### config.mk
export PLATFORM = sky130hd
export DESIGN_NAME = key_batch_sequencer
export DESIGN_NICKNAME = d
export VERILOG_FILES = /design/src/rtl/rc4_pkg.sv /design/src/rtl/key_batch_sequencer.sv
export SDC_FILE = /design/constraint.sdc
export NUM_CORES = 1
export LEC_CHECK = 0
export CORE_ASPECT_RATIO = 0.5
export CORE_MARGIN = 2
export CORE_UTILIZATION = 50
export DETAILED_ROUTE_END_ITERATION = 8
export PLACE_DENSITY_LB_ADDON = 0.12
export RECOVER_POWER = 100
export SLEW_MARGIN = 15
export SYNTH_ARGS = -nofsm -noshare
export SYNTH_HDL_FRONTEND = slang
export SYNTH_SLANG_ARGS = --single-unit
### constraint.sdc
create_clock -name CLOCK_50 -period 3.1 [get_ports CLOCK_50]
set_clock_uncertainty 0.05 [all_clocks]
set_input_delay 0.62 -clock CLOCK_50 [delete_from_list [all_inputs] [get_ports CLOCK_50]]
set_output_delay 0.62 -clock CLOCK_50 [all_outputs]
set_load 0.005 [all_outputs]
### src/rtl/rc4_pkg.sv
// Shared key-search definitions: key width, default key ceiling and the
// batch sequencer state encoding.
package rc4_pkg;

  localparam int KEY_W = 24;
  localparam logic [KEY_W-1:0] KEY_MAX_DEFAULT = 24'h3FFFFF;

  typedef enum logic [2:0] {
    SEQ_IDLE      = 3'd0,
    SEQ_OFFER     = 3'd1,
    SEQ_ACKED     = 3'd2,
    SEQ_EXHAUSTED = 3'd3,
    SEQ_HALTED    = 3'd4
  } seq_state_t;

endpackage

### src/rtl/key_batch_sequencer.sv
// Hands out consecutive batches of CORES keys to parallel decrypt cores
// with a level-based offer/acknowledge handshake.
//
// state     | meaning
// ----------+-----------------------------------------------------------
// IDLE      | after reset, waiting for start
// OFFER     | batch at pending_base offered (key_available high)
// ACKED     | batch accepted, waiting for key_read to drop
// EXHAUSTED | final batch accepted, nothing more to offer
// HALTED    | consumer found the message, outputs frozen
module key_batch_sequencer
  import rc4_pkg::*;
#(
  parameter int               CORES     = 4,
  parameter logic [KEY_W-1:0] KEY_START = 24'h000000,
  parameter logic [KEY_W-1:0] KEY_MAX   = KEY_MAX_DEFAULT
) (
  input  logic             CLOCK_50,
  input  logic             reset,
  input  logic             start,
  input  logic             stop,
  input  logic             key_read,
  output logic             key_available,
  output logic [KEY_W-1:0] secret_key,
  output logic [CORES-1:0] batch_mask,
  output logic             out_of_keys,
  output logic             busy
);

  // One extra bit so the batch end past 24'hFFFFFF cannot wrap to 0.
  localparam int PB_W = KEY_W + 1;
  localparam logic [PB_W-1:0] KEY_MAX_EXT = {1'b0, KEY_MAX};

  seq_state_t       state, state_next;
  logic [PB_W-1:0]  pending_base;
  logic [CORES-1:0] mask_next;
  logic             accept;
  logic             load_start;
  logic             final_batch;

  assign final_batch   = (pending_base + PB_W'(CORES - 1)) >= KEY_MAX_EXT;
  assign key_available = (state == SEQ_OFFER);
  assign busy          = (state == SEQ_OFFER) || (state == SEQ_ACKED);

  always_comb begin
    mask_next = '0;
    for (int i = 0; i < CORES; i++) begin
      mask_next[i] = (pending_base + PB_W'(i)) <= KEY_MAX_EXT;
    end
  end

  always_comb begin
    state_next = state;
    accept     = 1'b0;
    load_start = 1'b0;
    case (state)
      SEQ_IDLE: begin
        if (start) begin
          state_next = SEQ_OFFER;
          load_start = 1'b1;
        end
      end
      SEQ_OFFER: begin
        if (stop) begin
          state_next = SEQ_HALTED;
        end else if (key_read) begin
          accept     = 1'b1;
          state_next = final_batch ? SEQ_EXHAUSTED : SEQ_ACKED;
        end
      end
      SEQ_ACKED: begin
        if (stop) state_next = SEQ_HALTED;
        else if (!key_read) state_next = SEQ_OFFER;
      end
      SEQ_EXHAUSTED: begin
        if (stop) begin
          state_next = SEQ_HALTED;
        end else if (start) begin
          state_next = SEQ_OFFER;
          load_start = 1'b1;
        end
      end
      SEQ_HALTED: begin
        if (start) begin
          state_next = SEQ_OFFER;
          load_start = 1'b1;
        end
      end
      default: state_next = SEQ_IDLE;
    endcase
  end

  always_ff @(posedge CLOCK_50 or posedge reset) begin
    if (reset) begin
      state        <= SEQ_IDLE;
      pending_base <= {1'b0, KEY_START};
      secret_key   <= '0;
      batch_mask   <= '0;
      out_of_keys  <= 1'b0;
    end else begin
      state <= state_next;
      if (load_start) begin
        pending_base <= {1'b0, KEY_START};
        out_of_keys  <= 1'b0;
      end else if (accept) begin
        secret_key   <= pending_base[KEY_W-1:0];
        batch_mask   <= mask_next;
        pending_base <= pending_base + PB_W'(CORES);
        out_of_keys  <= final_batch;
      end
    end
  end

endmodule

==> impl_metrics.toml, run 1 <==
[die]
die_h_um = 54.2
die_w_um = 104
coreArea_um2 = 4890
dieArea_um2 = 5660
rows = 18
io_pins = 36
start_util_pct = 51.5

[synth]
yosysUniqueCellTypes = 41
syn_avg_cell_area_um2 = 9.16
synth-edff-count = 0
syn_inst = 275
ys_warn_count = 0
synth-seq-area-share_pct = 52.7
synth_area_um2 = 2520
async_flop_share_pct = 100
ys_ff_latch = 53
synthFlopType = "dfrtp_1"

[detailed_routing]
drt_iter0_markers = 116
drt-wirelength-per-cell_um = 14.8
vias = 2116
drtAntennaViolNets = 0
first_pass_iters = 4
viasPerCell = 5.63
route.detailed.drc = 0
totalWireLength_um = 5560

[grt]
grt_usage_pct = 21.2
antenna_found_initial = 0
grt_overflow_total = 0
grt_max_degree = 46
grt_pass1_vias = 1807
grt_pass1_wl_um = 9110

[worst_hold_path]
hold_start = "secret_key[16]"
worstHoldPathCells = 2
worstHoldEndpoint = "secret_key[16]"
hp-class = "reg2reg"

[timing]
tns_ps = 0
drv_slew = 0
worst_pin_slew_ps = 1120
setup_viol = 0
final.min_clock_period_ps = 2700
clock.fmax_mhz = 370
holdWs_ps = 422
relSlewSlack_pct = 25.4
finalHoldViolCount = 0
period_share_pct = 87.2
rsz0062_at_grt = "no"

[power_and_ir_drop]
p_per_area_nw_per_um2 = 473
leakage_uw = 0.00138
peakVddDrop_uv = 245

[final_layout]
fin_nets = 311
final_cells = 376
layout_commonest_cell = "nand2_1"
fin_util_pct = 60.9
final_cell_mix = "nand2_1 (74), dfrtp_1 (53), dlygate4sd3_1 (32)"
area_growth_pct = 18.2
fin_area_um2 = 2980
antenna_cells = 0
drive_gt1_share_pct = 4.90

[placed_design]
gp_congestion = 0.805
hpwl_um = 3800
port_buffers = 33
placedCellCount = 368
dpl_cell_area_um2 = 2920

[clocking]
post_cts_hold_buffer_count = 0
tritoncts = "yes"
cts_root_buf = "clkbuf_8"
htreeDepth = 2
clk_pin_slew_ps = 90
clockBufferDepth = 2
clkLatencyLatePin_ps = 310
cts_sinks = 53
cts_buffers = 5
cts_resized = 0
postCtsSetupBuffers = 0

[worst_setup_path]
startpoint_type = "input port"
critical_path_peak_fanout = 15
slowest_stage = "or4_1"
path_cells = "dlygate4sd3_1 > nand4bb_1 > or4_1 > or4_1 > a21oi_1"
rr_startpoint = "state[1]"
criticalPathCategory = "in2reg"
path_buf_inv = 1
cp_top_family = "simple AND/OR/NAND/NOR gates"
reg2regPathDepth = 4
cpMostUsedCell = "or4_1"
reg2reg_to = "pending_base[24]"
rrSetupSlack_ps = 680
arrival_ps = 2880
worstSetupEndpointType = "flip-flop"
cpPeakStageDelay_ps = 780
cp_data_required_time_ps = 3270

[run_status]
outcome = "completed"

[job]
cap_violations = 0
## cell type report
class | count | area (µm²)
Clock inverter | 3 | 17.5
Sequential cell | 53 | 1330
Inverter | 5 | 18.8
Timing Repair Buffer | 40 | 373
Fill cell | 449 | 1910
Multi-Input combinational cell | 200 | 1080
Clock buffer | 5 | 68.8
Tap cell | 70 | 87.6
## sequential cells by signal (all words and copies together) (netlist names)
register,flops
pending_base,23
out_of_keys,1
secret_key,22
batch_mask,4
state,3
## worst max-delay path by stage
stage,startpoint,endpoint,slack (ps),cells past startpoint
after global placement,key_read,pending_base[23],370,5
final,key_read,pending_base[24],400,5
after floorplan,key_read,pending_base[17],960,6
after detailed placement,key_read,pending_base[23],330,5
after CTS,key_read,pending_base[23],650,5
after global routing,key_read,pending_base[24],290,5
## metrics by stage
step / setup WS, ps / total power [µW]
2_1_floorplan: 959 / 925
3_3_place_gp: 365 / 1060
5_1_grt: 285 / 1480
6_report: 397 / 1410
4_1_cts: 647 / 1450
3_5_place_dp: 329 / 1060
## report_power, final
| group | leakage (µW) | switching [µW] | internal [µW] |
|---|---|---|---|
| clock | 0.0000439 | 232 | 156 |
| sequential | 0.000727 | 44.6 | 740 |
| combinational | 0.000609 | 120 | 114 |
## worst register-to-register path: cells and delay by family, from the launching register on
| kind | cells | cell delay (ps) |
|---|---|---|
| AO/OA/AOI/OAI | 1 | 160 |
| AND/OR/NAND/NOR | 3 | 1650 |
| flip-flops | 1 | 480 |
## kinds of logic (layout without fill, tap and decap cells)
logic type / count (synthesis) / after routing / synth area share [%]
compound gates: 46 / 46 / 11.1
xor+xnor: 6 / 6 / 2.09
fa+ha+maj: 2 / 2 / 0.894
buf+inv: 23 / 53 / 4.27
flops: 53 / 53 / 52.7
mux: 3 / 3 / 1.19
other cells: 1 / 2 / 0.149
simple gates: 141 / 141 / 27.7
## synth_stat cells (4+ instances only)
master     n  share of area [%]
nor2_1    12                1.8
nand3_1   12                2.4
inv_1      5               0.75
o31ai_1   10                3.0
or4_1     10                3.0
clkbuf_1   9                1.3
xnor2_1    6                2.1
nor3_1     4               0.79
o21ai_0   10                2.0
and3_1     4               0.99
a21oi_1   17                3.4
nand4_1    4               0.99
dfrtp_1   53                 53
nand2_1   74                 11
## per-layer routing
layer,wire length [µm],track usage (%),part of all wire (%),vias up
met5,0,0,0,-
met4,45,5.63,0.81,0
met3,273,5.08,4.9,8
met2,2340,31.8,42,42
met1,2900,31.0,52,1048
li1,-,-,-,1018
Note: power is estimated with default switching activity, not from simulation.
==> run 2: changes to the inputs <==
- SKIP_CTS_REPAIR_TIMING: default -> 1
- SKIP_LAST_GASP: default -> 1
==> results of run 2 <==
No change in the layout: final DEF, timing and power equal those of run 1.
==> patch: new RTL, config.mk and constraints of run 1 <==
Set the parameter `CORES` to 6 (it was 4).
--- a/src/rtl/key_batch_sequencer.sv
+++ b/src/rtl/key_batch_sequencer.sv
@@ -12,5 +12,5 @@
   import rc4_pkg::*;
 #(
-  parameter int               CORES     = 4,
+  parameter int               CORES     = 6,
   parameter logic [KEY_W-1:0] KEY_START = 24'h000000,
   parameter logic [KEY_W-1:0] KEY_MAX   = KEY_MAX_DEFAULT
Interface: changed (resized batch_mask); port bits go from 36 to 38. The function was not compared with the original's and may differ.
==> patch against run 1 <==
- combinational power increased by 57%
- setup slack improved by 0.084 ns
- wire length rose by 37%
- area after synthesis rose by 25%
- maximum frequency up 3.2%
- power is 70% higher
- highest routed layer unchanged
- register-to-register slack got worse by 0.13 ns
- largest power group is now the clock network
- design area grew 31%
- critical endpoint is now batch_mask[3]
- global-route usage rose by 3.2 points
- critical path type unchanged
- via count grew 24%
- non-clock buffer count rose by 4
- sequential cell count rose by 4
==> patch: results (changes against run 1) <==
* Filler cells: 544 (+21%)
* Most common library cells after synthesis: 86 x nand2_1, 57 x dfrtp_1, 31 x nor2_1
- The first-pass GRT wire length is 12.77 mm (+40%).
- First drt pass iteration count: 4 (unchanged)
- Worst skew pair latency: 0.33 ns (+0.02 ns)
- Unique masters post-synth: 50 (+22%)
- Launch point of the critical path: stop
- Routed wire length: 7.592 mm (+37%)
- The average cell area after synthesis was 8.744 µm² (-4.5%).
- The cell leakage power came to 1.796 nW (+30%).
- The via count of the first global-routing pass came to 2567 (+42%).
- Placed instance count: 466 (+27%)
- Placer congestion estimate: 0.9721 (+21%)
- The critical-path maximum fanout came to 8 (-7).
- The proportion of synthesized chip area in sequential cells was 0.4531 (-0.07348).
- The maximum vdd drop was 0.3241 mV (+32%).
- The flow ran to the end, and the final reports show no timing, DRC or antenna violations.
- The fraction of final layout cells with drive strength greater than 1 is 0.08376 (+0.03474).
- Beginning of the worst hold path: secret_key[19]
- The total routing resource utilization after global routing was 0.2439 (+0.03227).
- The placement-stage worst setup slack is 0.2896 ns (-0.03893 ns).
- The number of input and output port buffers inserted is 36 (+9.1%).
* Largest net degree at the start of global routing: 34 (-26%)
- Top Registers: pending_base: 24 flops, secret_key: 23 flops, batch_mask: 6 flops
- The deepest level of the CTS H-tree was 3 (+1).
- The arrival time reported for the critical path endpoint came to 2.77 ns (-0.11 ns).
- The clock slew at the register clock pins of the worst setup and hold paths was 0.05 ns (-0.04 ns).
- The per-cell via count in the routed design came to 5.465 (-2.9%).
* HPWL after detailed placement: 5.392 mm (+42%)
* Area of placed instances: 3567 µm² (+22%)
- The worst-margin pin slew is 1.262 ns (+0.1436 ns).
patch: report_power, final:
group	internal, W	switching (W)	total, W
Combinational	0.000157	0.000211	0.000368
Clock	0.000809	0.000358	0.00117
Sequential	0.000808	0.0000536	0.000862
patch: path summary, 6_finish.rpt:
kind,end,slack (ns),cells after the start
max reg2reg,batch_mask[3],0.55,7
max,batch_mask[3],0.48,7
max in group asynchronous,pending_base[14],0.68,3
min reg2reg,secret_key[19],0.41,2
min,secret_key[19],0.41,2
min in group asynchronous,secret_key[23],1.03,2
patch: cell type report:
cell class	count	area, µm²	area share
Tap cell	88	110.1	0.02831
Multi-Input combinational cell	269	1558	0.4006
Clock inverter	6	115.1	0.02960
Inverter	8	30.03	0.007722
Timing Repair Buffer	44	410.4	0.1055
Clock buffer	10	239.0	0.06145
Sequential cell	57	1426	0.3668
patch: worst min-delay path, stage by stage (launching register included):
cell and delay [ns]:
dfrtp_1 0.33, nand2_1 0.05, nand2_1 0.05
patch: cell families (layout without fill, tap and decap cells):
group           count (synthesis)  count (layout)  share of synthesized area
other cells                     1               1                   0.001191
simple gates                  193             193                     0.3056
compound gates                 35              35                    0.07314
buf+inv                        34              68                    0.04889
fa+ha+maj                       6               6                    0.02305
mux                             1               1                   0.003180
xor+xnor                       33              33                    0.09181
flops                          57              57                     0.4531
patch: routing by layer:
layer / global-route usage / wire length, µm / vias to the layer above
li1: - / - / 1275
met1: 0.3458 / 3767 / 1267
met2: 0.3659 / 3287 / 80
met3: 0.07911 / 467 / 12
met4: 0.05442 / 70 / 0
met5: 0 / 0 / -
